<file path="src/rtl/ab_cond_pkg.sv">
// Shared types and default constants for the A/B input conditioner.
package ab_cond_pkg;

    // Pair-alignment FSM states: idle, or holding a lone change on A or on B.
    typedef enum logic [1:0] {
        IDLE   = 2'd0,
        HOLD_A = 2'd1,
        HOLD_B = 2'd2
    } ab_state_t;

    localparam int AB_DEBOUNCE_DEF    = 4;
    localparam int AB_PAIR_WINDOW_DEF = 3;

endpackage

</file>
<file path="src/rtl/ab_debounce_ch.sv">
// One input channel: two-flop synchroniser followed by a counting debouncer.
// deb_next is the value the debounced register takes on the coming edge, so the
// consumer can register it and track deb with no extra cycle of latency.
module ab_debounce_ch
    import ab_cond_pkg::*;
#(
    parameter int DEBOUNCE_CYCLES = AB_DEBOUNCE_DEF
) (
    input  logic clk,
    input  logic rst,
    input  logic btn,
    output logic deb_next
);

    localparam int             CW       = $clog2(DEBOUNCE_CYCLES + 1);
    localparam logic [CW-1:0]  CNT_LAST = CW'(DEBOUNCE_CYCLES - 1);

    logic          s1;
    logic          s2;
    logic          deb;
    logic [CW-1:0] cnt;
    logic [CW-1:0] cnt_next;

    // Bring the asynchronous raw input into the clock domain.
    always_ff @(posedge clk) begin
        if (rst) begin
            s1 <= 1'b0;
            s2 <= 1'b0;
        end else begin
            s1 <= btn;
            s2 <= s1;
        end
    end

    // Count consecutive disagreeing samples; flip on the last one, clear on any agreement.
    always_comb begin
        deb_next = deb;
        cnt_next = '0;
        if (s2 != deb) begin
            if (cnt == CNT_LAST) begin
                deb_next = ~deb;
            end else begin
                cnt_next = cnt + 1'b1;
            end
        end
    end

    // Debounced state and run counter.
    always_ff @(posedge clk) begin
        if (rst) begin
            deb <= 1'b0;
            cnt <= '0;
        end else begin
            deb <= deb_next;
            cnt <= cnt_next;
        end
    end

endmodule

</file>
<file path="src/rtl/ab_input_cond.sv">
// Two-channel input conditioner feeding the A/B sequence FSM.
// Each raw button is synchronised and debounced; A/B are registered levels and
// a_rise/b_rise are one-cycle pulses following a 0->1 output edge.
// Optional feature macro AB_PAIR_ALIGN_EN: when defined, a lone debounced change
// is held for up to PAIR_WINDOW cycles so that a near-simultaneous change on the
// other channel reaches A and B on the same edge.
module ab_input_cond
    import ab_cond_pkg::*;
#(
    parameter int DEBOUNCE_CYCLES = AB_DEBOUNCE_DEF,
    parameter int PAIR_WINDOW     = AB_PAIR_WINDOW_DEF
) (
    input  logic clk,
    input  logic rst,
    input  logic btn_a,
    input  logic btn_b,
    output logic A,
    output logic B,
    output logic a_rise,
    output logic b_rise
);

    logic deb_next_a;
    logic deb_next_b;
    logic a_next;
    logic b_next;

    ab_debounce_ch #(.DEBOUNCE_CYCLES(DEBOUNCE_CYCLES)) u_deb_a (
        .clk      (clk),
        .rst      (rst),
        .btn      (btn_a),
        .deb_next (deb_next_a)
    );

    ab_debounce_ch #(.DEBOUNCE_CYCLES(DEBOUNCE_CYCLES)) u_deb_b (
        .clk      (clk),
        .rst      (rst),
        .btn      (btn_b),
        .deb_next (deb_next_b)
    );

`ifdef AB_PAIR_ALIGN_EN
    localparam int            WW    = $clog2(PAIR_WINDOW + 1);
    localparam logic [WW-1:0] WLOAD = WW'(PAIR_WINDOW);

    ab_state_t     state;
    ab_state_t     state_next;
    logic [WW-1:0] wcnt;
    logic [WW-1:0] wcnt_next;
    logic          diff_a;
    logic          diff_b;

    assign diff_a = (deb_next_a != A);
    assign diff_b = (deb_next_b != B);

    // Alignment FSM state and hold-window counter.
    always_ff @(posedge clk) begin
        if (rst) begin
            state <= IDLE;
            wcnt  <= '0;
        end else begin
            state <= state_next;
            wcnt  <= wcnt_next;
        end
    end

    // Decide when each debounced change is released to the outputs.
    always_comb begin
        state_next = state;
        wcnt_next  = wcnt;
        a_next     = A;
        b_next     = B;
        case (state)
            IDLE: begin
                if (diff_a && diff_b) begin
                    a_next = deb_next_a;
                    b_next = deb_next_b;
                end else if (diff_a) begin
                    state_next = HOLD_A;
                    wcnt_next  = WLOAD;
                end else if (diff_b) begin
                    state_next = HOLD_B;
                    wcnt_next  = WLOAD;
                end
            end
            HOLD_A: begin
                if (diff_b) begin
                    // Partner arrived inside the window (wins over expiry).
                    a_next     = deb_next_a;
                    b_next     = deb_next_b;
                    state_next = IDLE;
                    wcnt_next  = '0;
                end else if (!diff_a) begin
                    // Held change was a glitch that debounced back out.
                    state_next = IDLE;
                    wcnt_next  = '0;
                end else if (wcnt == WW'(1)) begin
                    a_next     = deb_next_a;
                    state_next = IDLE;
                    wcnt_next  = '0;
                end else begin
                    wcnt_next = wcnt - 1'b1;
                end
            end
            HOLD_B: begin
                if (diff_a) begin
                    a_next     = deb_next_a;
                    b_next     = deb_next_b;
                    state_next = IDLE;
                    wcnt_next  = '0;
                end else if (!diff_b) begin
                    state_next = IDLE;
                    wcnt_next  = '0;
                end else if (wcnt == WW'(1)) begin
                    b_next     = deb_next_b;
                    state_next = IDLE;
                    wcnt_next  = '0;
                end else begin
                    wcnt_next = wcnt - 1'b1;
                end
            end
            default: begin
                state_next = IDLE;
                wcnt_next  = '0;
            end
        endcase
    end
`else
    // Without alignment the outputs simply track the debounced state.
    assign a_next = deb_next_a;
    assign b_next = deb_next_b;
`endif

    // Registered levels and rise pulses (pulse high the cycle after a 0->1 edge).
    always_ff @(posedge clk) begin
        if (rst) begin
            A      <= 1'b0;
            B      <= 1'b0;
            a_rise <= 1'b0;
            b_rise <= 1'b0;
        end else begin
            A      <= a_next;
            B      <= b_next;
            a_rise <= a_next & ~A;
            b_rise <= b_next & ~B;
        end
    end

endmodule
</file>
<file path="config.mk">
export PLATFORM = sky130hd
export DESIGN_NAME = ab_input_cond
export DESIGN_NICKNAME = d
export VERILOG_FILES = /design/src/rtl/ab_cond_pkg.sv /design/src/rtl/ab_debounce_ch.sv /design/src/rtl/ab_input_cond.sv
export SDC_FILE = /design/constraint.sdc
export NUM_CORES = 1
export LEC_CHECK = 0
export BUFFER_PORTS_ARGS = -buffer_cell sky130_fd_sc_hd__buf_2
export CAP_MARGIN = 25
export CORE_MARGIN = 5
export CORE_UTILIZATION = 40
export DETAILED_ROUTE_END_ITERATION = 10
export SYNTH_ARGS = -nofsm -noshare
export SYNTH_HDL_FRONTEND = slang
export SYNTH_HIERARCHICAL = 1
export SYNTH_SLANG_ARGS = --single-unit
</file>
<file path="constraint.sdc">
create_clock -name clk -period 1.85 [get_ports clk]
set_clock_uncertainty 0.1 [all_clocks]
set_input_delay 0.2775 -clock clk [delete_from_list [all_inputs] [get_ports clk]]
set_output_delay 0.2775 -clock clk [all_outputs]
set_load 0.02 [all_outputs]
</file>
; ---- Word level (Yosys, flattened, before mapping)
; Cells that the tools add are included.
[word_totals]
n_memories = 0
latchBits = 0
ff_bits = 14
romBits = 0
ram_bits = 0
[op_classes]
muxes = 4
n_bitwise = 6
div = 0
eq_ne = 4
shift = 0
order_cmp = 0
reduce_logical = 2
n_addsub = 2
mul = 0
[op_table]
columns = op, n
row1 = $add 3x1->3 const B, 2
row2 = $eq 3x2->1 const B, 2
row3 = $reduce_or 3->1, 2
row4 = $mux 1, 4
row5 = $not 1->1, 4
row6 = $and 1x1->1, 2
row7 = $ne 1x1->1, 2

; ---- Logic depth before layout (Yosys ltp)
; Gate-level depths: netlist (run 1).
[logic_depth]
ltp_word = 4
ltp_mapped = 4

; ---- Cells and area by module
; Netlist (run 1), hierarchy kept.
[by_module_without_submodules]
columns = module, cells_each, area_each_um2, n_inst, seq_area_each_um2
row1 = ab_debounce_ch, 17, 226.5, 2, 120.1
row2 = ab_input_cond, 8, 117.6, 1, 80.1

; ---- Least setup slack after synthesis (run 1)
; Ideal clock, no wire load.
[synth_timing]
kind = flip-flop to flip-flop
startpoint = register u_deb_a.cnt[0]
endpoint = register a_rise
required_time_ns = 1.624
path_buffers = 0
path_stages_with_launch = 5
arrival_time_ns = 1.154
setup_ns = 0.126
setup_slack_ns = 0.470
path_cell_list = dfxtp_1 > ha_1 > ha_1 > mux2_4 > nor3b_2
[synth_between]
elab_chain_len = 4
[synth_rtl]
columns = element, line_no
row1 = "start, declared", ab_debounce_ch.sv:21  ; logic [CW-1:0] cnt;
row2 = "start signal, assigned", ab_debounce_ch.sv:55  ; cnt <= cnt_next;
row3 = $eq 3x2->1, ab_debounce_ch.sv:40  ; if (cnt == CNT_LAST) begin
row4 = $mux 1, ab_debounce_ch.sv:40
row5 = $mux 1, ab_debounce_ch.sv:39  ; if (s2 != deb) begin
row6 = net a_next, ab_input_cond.sv:25  ; logic a_next;
row7 = $and 1x1->1, ab_input_cond.sv:144  ; a_rise <= a_next & ~A;
row8 = "end signal, assigned", ab_input_cond.sv:144
row9 = "end, declared", ab_input_cond.sv:19  ; output logic a_rise,
; The timed path passes the listed nets, and every way through them passes these cells.
; A chain may end at the register's enable or synchronous reset.

; ---- Worst setup path in the final report (run 1)
; Same ends and word-level chain as after synthesis.

==> results by stage, run 1 <==
Floorplanning:
- The die area is 2280 µm².
- 8 I/O pins were placed.
- The placeable core region is 1320 µm².
- Measured along the y axis, the die boundary spans 47.8 µm.
- The die outline width is 47.8 µm.
- For this configuration, the core starts out at a cell density of 43.3%.
- The floorplan has 13 rows.

Final layout:
- The sequential cells in the finished layout cover a total of 320 µm².
- The area growth from synthesis to layout is 15.8%.
- The final net count is 62.
- The post-route netlist has 35.8% of its cells at a drive strength greater than 1.
- The area used by multi-input combinational logic is 243 µm².
- The number of antenna diodes in the final layout is 0.
- After filler insertion, the fill cell instance count of the layout stands at 119.

Global route:
- The number of global-route vias before repair is 318.
- Entering global routing, the biggest net connects 17 pins.
- The initial antenna violation count is 0.
- After global routing the overflow that remains totals 0.
- The global-route wire length before repair is 1310 µm.
- For this run, the total global-route usage over all layers was measured as 8.40%.

Worst setup path:
- The slowest library cell on the worst path is sky130_fd_sc_hd__dfxtp_1.
- Among the stages of the critical path, the cell type that occurs most often is sky130_fd_sc_hd__ha_1.
- The worst reg2reg path depth is 4.
- The critical path crosses 4 cells after its start point.
- The worst setup path is launched from a flop.
- The critical path goes through ha_1, ha_1, mux2_4, nor3b_2.
- STA classifies the critical path endpoint as a flop.
- The worst path arrival time is 1.51 ns.
- In this design, the largest share of critical-path delay is due to adder cells.
- The maximum net fanout on the critical path is 4.
- The worst setup path is of the reg2reg kind.
- The number of buffer and inverter instances along the worst setup path is 0.
- The largest single stage delay on the critical path is 0.33 ns.
- The required arrival time at the worst endpoint is 1.91 ns.

Synthesis:
- In this run, synthesis inferred 0 flip-flops with an integrated enable.
- The number of different library cells used by synthesis comes to 10.
- The leading register cell type out of synthesis is sky130_fd_sc_hd__dfxtp_1.
- The main combinational cell family by area after synthesis is simple AND/OR/NAND/NOR gates.
- Summed over all instances, the cell type with the most area after synthesis is sky130_fd_sc_hd__dfxtp_1.
- The XOR/XNOR share of the synthesized area is 3.07%.
- Ranked by total cell area, the synthesized netlist is headed by sky130_fd_sc_hd__dfxtp_1 (56%), sky130_fd_sc_hd__ha_1 (8.8%), sky130_fd_sc_hd__nor2b_1 (6.6%), sky130_fd_sc_hd__mux2_4 (5.3%), sky130_fd_sc_hd__nor4b_2 (5.3%).
- The share of flip-flops with an asynchronous set or reset after synthesis is 0%.
- For this run, the register share of the synthesized area comes to 56.1%.
- The area fraction in and, or, nand and nor cells after synthesis is 25.4%.
- The adder-cell share of the synthesized area is 8.77%.
- Averaged over all synthesized cells, the footprint is 13.6 µm².
- The Yosys warning count is 6.
- The commonest cells after synthesis are sky130_fd_sc_hd__dfxtp_1 (16), sky130_fd_sc_hd__nor2b_1 (6), sky130_fd_sc_hd__ha_1 (4), sky130_fd_sc_hd__nor4_1 (4).
- The synthesized area is 571 µm².
- The area fraction of the dominant cell type after synthesis is 56.1%.
- The post-synthesis mux area share is 5.26%.
- After synthesis the netlist holds a flip-flop and latch count of 16.
- After technology mapping, the gate count stands at 42.
- Summing the areas of all compound-gate instances in the mapped netlist gives 0% of the synthesized area.
- The synthesized netlist net count is 50.
- The most common cell in the netlist is sky130_fd_sc_hd__dfxtp_1.

Pwr:
- The worst supply voltage drop on vdd is 0.000545 V.
- The total power divided by cell area is 887 nW/µm².
- The analysis attributes to cell leakage a power of 0.265 nW.
- The post-route total power is 0.586 mW.

Clocking:
- The number of clock buffers added by TritonCTS is 3.
- TritonCTS built the clock tree.
- The post-CTS setup repair buffer count is 0.
- After clock tree synthesis, the repair step resized 0 gates.
- The clock latency at the later pin of the worst-skew pair is 0.27 ns.
- The buffer levels on the longest clock path is 2.
- Clock tree synthesis found a total of 16 sinks.
- The level count of the clock H-tree is 1.
- The root buffer cell chosen for the clock tree is sky130_fd_sc_hd__clkbuf_4.
- Buffers inserted to repair hold after CTS numbered 0.
- After clock tree synthesis, the clock-pin slew on the worst setup and hold paths is 0.09 ns.

Flow run:
- Max-cap violations in this run came to 0.

Min path:
- The worst hold path belongs to the class in2reg.
- The instance count along the most critical hold path is 2.

Timing:
- Static timing analysis puts the maximum clock frequency at 0.687 GHz.
- The share of the cycle needed by the critical path after routing is 78.7%.
- The final critical-path required period is 1.46 ns.
- The count of final hold-check violations is 0.
- Hold is met by 0.109 ns.
- The count of endpoints failing setup in the final report is 0.
- For the pin with the worst max-slew slack, the measured transition is 0.367 ns.
- The max-slew violation total from the final report is 0.
- The final sum of negative setup slack is 0 ns.
- Setup repair after global routing left no endpoint under its margin.
- The headroom to the max-slew limit is 75.5%.

Detailed routing:
- The total length of routed wires is 748 µm.
- In the routed layout, each cell is associated on average with a via count of 4.78.
- The DRC violation total after the first TritonRoute iteration is 3.
- The via count of the routed design is 325.
- The number of remaining DRC errors is 0.
- The detailed-route wire length per cell is 11.0 µm.
- The first detailed-routing pass ran for 2 iterations.
- The number of nets with antenna violations after routing is 0.

Placed design:
- The number of input and output port buffers inserted is 7.
- The post-detailed-placement half-perimeter wirelength is 564 µm.
- The routability-driven placement congestion ratio is 0.763.

Status:
- The flow ran to the end, and the final reports show no timing, DRC or antenna violations.
==> per-stage QoR <==
step / area (µm²) / setup WS [ns] / cells / utilization [%]
2_1_floorplan: 571 / 0.470 / 42 / -
3_3_place_gp: 624 / 0.433 / 64 / 47.4
3_5_place_dp: 624 / 0.413 / 64 / 47.4
4_1_cts: 661 / 0.394 / 68 / 50.1
5_1_grt: 661 / 0.355 / 68 / 50.1
6_report: 661 / 0.394 / 68 / 50.1
==> path summary, 6_finish.rpt <==
| path | from | to | slack, ns |
|---|---|---|---|
| max | u_deb_a/cnt[0] | a_rise | 0.39 |
| min | btn_b | u_deb_b/s1 | 0.11 |
| max reg2reg | u_deb_a/cnt[0] | a_rise | 0.39 |
| min reg2reg | B | b_rise | 0.34 |
==> logic make-up (layout without fill, tap and decap cells) <==
family / Yosys count / in the layout
XOR/XNOR: 2 / 2
buffers and inverters: 2 / 13
flip-flops: 16 / 16
multiplexers: 2 / 2
adder cells (fa/ha/maj): 4 / 4
AND/OR/NAND/NOR: 16 / 16
==> flip-flops by register name, summed over array words and instances (netlist names) <==
| name | flops |
|---|---|
| u_deb_a/deb | 1 |
| B | 1 |
| u_deb_b/s2 | 1 |
| u_deb_a/s2 | 1 |
| u_deb_a/cnt | 3 |
| u_deb_b/deb | 1 |
| u_deb_a/s1 | 1 |
| u_deb_b/cnt | 3 |
| u_deb_b/s1 | 1 |
| A | 1 |
| a_rise | 1 |
| b_rise | 1 |
==> per-layer routing <==
metal  track usage, %  up-vias  share of wire (%)  wire, µm
met4             3.23        0                  0         0
met3             3.38        0                4.1        31
met1             10.0      154                 46       346
met5                0        -                  0         0
met2             13.5        4                 49       370
li1                 -      167                  -         -
==> layout by cell type (no fill, tap or decap) <==
cell type | netlist | final
sky130_fd_sc_hd__buf_2 | 0 | 7
sky130_fd_sc_hd__clkbuf_4 | 0 | 3
sky130_fd_sc_hd__clkbuf_8 | 0 | 1
sky130_fd_sc_hd__dfxtp_1 | 16 | 16
sky130_fd_sc_hd__ha_1 | 4 | 4
sky130_fd_sc_hd__inv_1 | 2 | 2
sky130_fd_sc_hd__mux2_4 | 2 | 2
sky130_fd_sc_hd__nor2b_1 | 6 | 6
sky130_fd_sc_hd__nor2b_4 | 2 | 2
sky130_fd_sc_hd__nor3b_2 | 2 | 2
sky130_fd_sc_hd__nor4_1 | 4 | 4
sky130_fd_sc_hd__nor4b_2 | 2 | 2
sky130_fd_sc_hd__xnor2_1 | 2 | 2
==> power by group <==
part	switching (mW)	internal [mW]	total, mW
Sequential	0.00224	0.349	0.352
Clock	0.0984	0.119	0.218
Combinational	0.00989	0.00673	0.0166
==> cell type report <==
type / instances / area share, %
sequential: 16 / 48.5
multi-input combinational: 24 / 36.7
clock buffer: 4 / 5.49
timing repair buffer: 7 / 5.30
tap: 15 / 2.84
inverter: 2 / 1.14
Power figures use the tool's default switching activity.
==> inputs of run 2 (changes only) <==
clock period = 1.2 ns   (was 1.85 ns; I/O delays follow)
==> run 2 against run 1 <==
Compared with the run above:
- the flow now finishes with violations (negative setup slack)
- first-iteration DRC count decreased by 67%
- critical path depth unchanged
- worst setup slack got worse by 0.51 ns
- final area increased by 17%
- register-to-register slack got worse by 0.51 ns
- sequential power increased by 54%
- routed wire length increased by 30%
- utilization increased by 8.5 points
- die area unchanged
- fmax increased by 10%
==> results by stage, run 2 (same netlist as run 1, synthesis figures left out) <==
Clocking:
- The TritonCTS buffer count is 3 (unchanged).
- The level count of the clock H-tree is 1 (unchanged).
- The clock latency at the later pin of the worst-skew pair was 0.28 ns (was 0.27 ns).
- The TritonCTS clock tree is built (unchanged).
- The cell at the root of the clock tree was sky130_fd_sc_hd__clkbuf_4 (unchanged).
- The number of clock sinks came to 16 (unchanged).
- The register clock-pin slew on the reported worst setup and hold paths was 0.09 ns (about the same).
- The buffer levels on the longest clock path is 2 (unchanged).

Timing:
- The share of the cycle needed by the critical path after routing is 110% (was 78.7%).
- The count of final hold-check violations is 0 (unchanged).
- The worst path setup slack after routing is -0.120 ns (was 0.394 ns).
- The max-slew violation total from the final report came to 0 (unchanged).
- The count of endpoints failing setup in the final report is 9 (was 0).
- RSZ-0062 raised after global routing: true (was false).
- The upper clock frequency limit came to 0.758 GHz (was 0.687 GHz).
- The headroom to the max-slew limit is 73.2% (was 75.5%).
- The final critical-path required period came to 1.32 ns (was 1.46 ns).
- The transition time at the pin with the least slew margin is 0.401 ns (was 0.367 ns).

Final layout:
- The share of final-layout standard cells stronger than drive strength 1 came to 55.2% (was 35.8%).
- The area growth from synthesis to layout is 35.3% (was 15.8%).
- The number of filler instances in the final layout is 117 (was 119).
- Largest registers: u_deb_a/cnt (3), u_deb_b/cnt (3) (unchanged).
- The area of all placed cells without fillers is 772 µm² (was 661 µm²).
- The final net count came to 67 (was 62).
- Most used cells in the layout excluding fill and tap cells: sky130_fd_sc_hd__dfxtp_1 (11), sky130_fd_sc_hd__buf_2 (7), sky130_fd_sc_hd__nor2b_1 (6) (was sky130_fd_sc_hd__dfxtp_1 (16), sky130_fd_sc_hd__buf_2 (7), sky130_fd_sc_hd__nor2b_1 (6)).
- The most common cell after layout, fill and taps aside is sky130_fd_sc_hd__dfxtp_1 (unchanged).
- The number of non-filler instances in the completed layout came to 73 (was 68).
- The number of antenna diodes is 0 (unchanged).

Global route:
- The total global-route track usage is 11.3% (was 8.40%).
- The global-route wire length before repair is 1630 µm (was 1310 µm).
- The initial antenna violation count is 0 (unchanged).
- The number of global-route vias before repair is 380 (was 318).
- The pin count of the biggest net entering global routing is 17 (unchanged).
- The overall overflow remaining after global route is 0 (unchanged).

Worst setup path:
- The startpoint of the worst register-to-register path was u_deb_a/cnt[0] (unchanged).
- The minimum setup slack among reg-to-reg paths came to -0.12 ns (was 0.39 ns).
- The maximum net fanout on the critical path is 3 (was 4).
- The type of the setup path with the least slack is reg2reg (unchanged).
- The capturing point of the worst reg2reg path is a_rise (unchanged).
- The worst reg2reg path depth is 4 (unchanged).
- The origin of the worst setup path is u_deb_a/cnt[0] (unchanged).
- The peak per-stage delay on the critical path is 0.34 ns (was 0.33 ns).
- The slowest library cell on the worst path is sky130_fd_sc_hd__dfxtp_2 (was sky130_fd_sc_hd__dfxtp_1).
- The endpoint class of the critical path is a flop (unchanged).
- The most frequent cell on the critical path is sky130_fd_sc_hd__ha_4 (was sky130_fd_sc_hd__ha_1).
- The required arrival time at the worst endpoint is 1.27 ns (was 1.91 ns).
- The sort of element at the start of the critical path is a flop (unchanged).
- CP Cell Sequence: ha_4, ha_4, mux2_4, nor3b_4 (was ha_1, ha_1, mux2_4, nor3b_2).
- The worst path arrival time was 1.39 ns (was 1.51 ns).

Status:
- The checks that failed: negative setup slack.
- Run status: finished with violations (was finished, final reports clean).

Detailed routing:
- The total length of routed wires was 975 µm (was 748 µm).
- The detailed-route wire length per cell was 13.4 µm (was 11.0 µm).
- The number of remaining DRC errors is 0 (unchanged).
- The via count of the routed design is 349 (was 325).
- The DRC violation total after the first TritonRoute iteration is 1 (was 3).
- The average via count per standard cell is 4.78 (about the same).
- The number of nets with antenna violations after routing was 0 (unchanged).
- The first-pass detailed-route iteration total is 2 (unchanged).

Min path:
- The instance count along the most critical hold path is 2 (unchanged).
- The worst-case hold path end point is u_deb_a/deb (was u_deb_b/s1).
- The worst min-delay path category is in2reg (unchanged).
- The origin of the worst min-delay path is rst (was btn_b).

Floorplanning:
- The die area is 2280 µm² (unchanged).
- The top-level I/O count came to 8 (unchanged).
- The placeable core region came to 1320 µm² (unchanged).
- The die outline width is 47.8 µm (unchanged).
- The vertical die dimension came to 47.8 µm (unchanged).
- The placement row count is 13 (unchanged).
- The starting utilization of the core area is 43.3% (unchanged).

Pwr:
- The cell leakage power is 0.288 nW (was 0.265 nW).
- The worst supply voltage drop on vdd is 0.00101 V (was 0.000545 V).
- The total power divided by cell area is 1190 nW/µm² (was 887 nW/µm²).

Placed design:
- The number of input and output port buffers inserted is 7 (unchanged).
- The post-placement cell count is 66 (was 64).
- The cell area after placement was 694 µm² (was 624 µm²).
- The routability-driven placement congestion ratio is 0.687 (was 0.763).
- The post-detailed-placement half-perimeter wirelength is 737 µm (was 564 µm).

Flow run:
- The max-capacitance violation count is 0 (unchanged).
## run 2: cell count changes in the layout (fill, tap and decap cells not counted), moves of 2 or more
| cell | before | now |
|---|---|---|
| sky130_fd_sc_hd__buf_4 | 0 | 3 |
| sky130_fd_sc_hd__dlygate4sd3_1 | 0 | 2 |
| sky130_fd_sc_hd__ha_4 | 0 | 4 |
| sky130_fd_sc_hd__dfxtp_1 | 16 | 11 |
| sky130_fd_sc_hd__ha_1 | 4 | 0 |
| sky130_fd_sc_hd__dfxtp_2 | 0 | 5 |
## run 2: per-layer routing
metal / global-route usage [%] / vias to the layer above / part of all wire [%]
met5: 0 / - / 0
met1: 12.8 / 164 / 42
li1: - / 176 / -
met4: 1.61 / 0 / 0
met3: 7.89 / 0 / 6.5
met2: 17.9 / 9 / 52
## run 2: cell type report
class,count,area [µm²],share of cell area (%)
sequential,16,327,42.3
multi-input combinational,24,305,39.5
timing repair buffer,12,77.6,10.0
clock buffer,4,36.3,4.70
tap,15,18.8,2.43
inverter,2,7.51,0.972
## run 2: power breakdown
group | internal (mW) | switching (mW)
logic | 0.0165 | 0.0180
clock network | 0.185 | 0.159
registers | 0.539 | 0.00416
total | 0.740 | 0.181
## run 2: how the worst max path moves through the flow
stage	to	slack (ns)	depth (start not counted)
final	a_rise	-0.12	4
after CTS	a_rise	-0.12	4
after global routing	a_rise	-0.14	4
after global placement	b_rise	-0.09	4
after floorplan	a_rise	-0.09	4
after detailed placement	a_rise	-0.12	4
## run 2: critical path: cells and delay by family (launching register included)
| family | cells | cell delay (ns) |
|---|---|---|
| flops | 1 | 0.34 |
| simple gates | 1 | 0.15 |
| mux | 1 | 0.30 |
| fa+ha+maj | 2 | 0.31 |
## run 2: repair_timing
action	CTS	global route
gates cloned	0	0
pin swaps	2	1
endpoints found under the setup margin	10	12
hold buffers	2	0
buffers inserted	0	1
hold endpoints to repair	2	0
gates resized for setup	0	3
## run 2: per-stage QoR
step / setup slack (ns) / hold WS [ns] / util, % / TNS [ns] / power (mW)
after floorplan: -0.0907 / 0.144 / - / -0.385 / 0.566
after global placement: -0.0927 / 0.288 / 52.7 / -0.420 / 0.581
after detailed placement: -0.118 / 0.293 / 52.7 / -0.626 / 0.583
after CTS: -0.123 / 0.180 / 57.0 / -0.728 / 0.931
after global routing: -0.143 / 0.197 / 58.6 / -1.04 / 0.973
final: -0.120 / 0.197 / 58.6 / -0.714 / 0.921
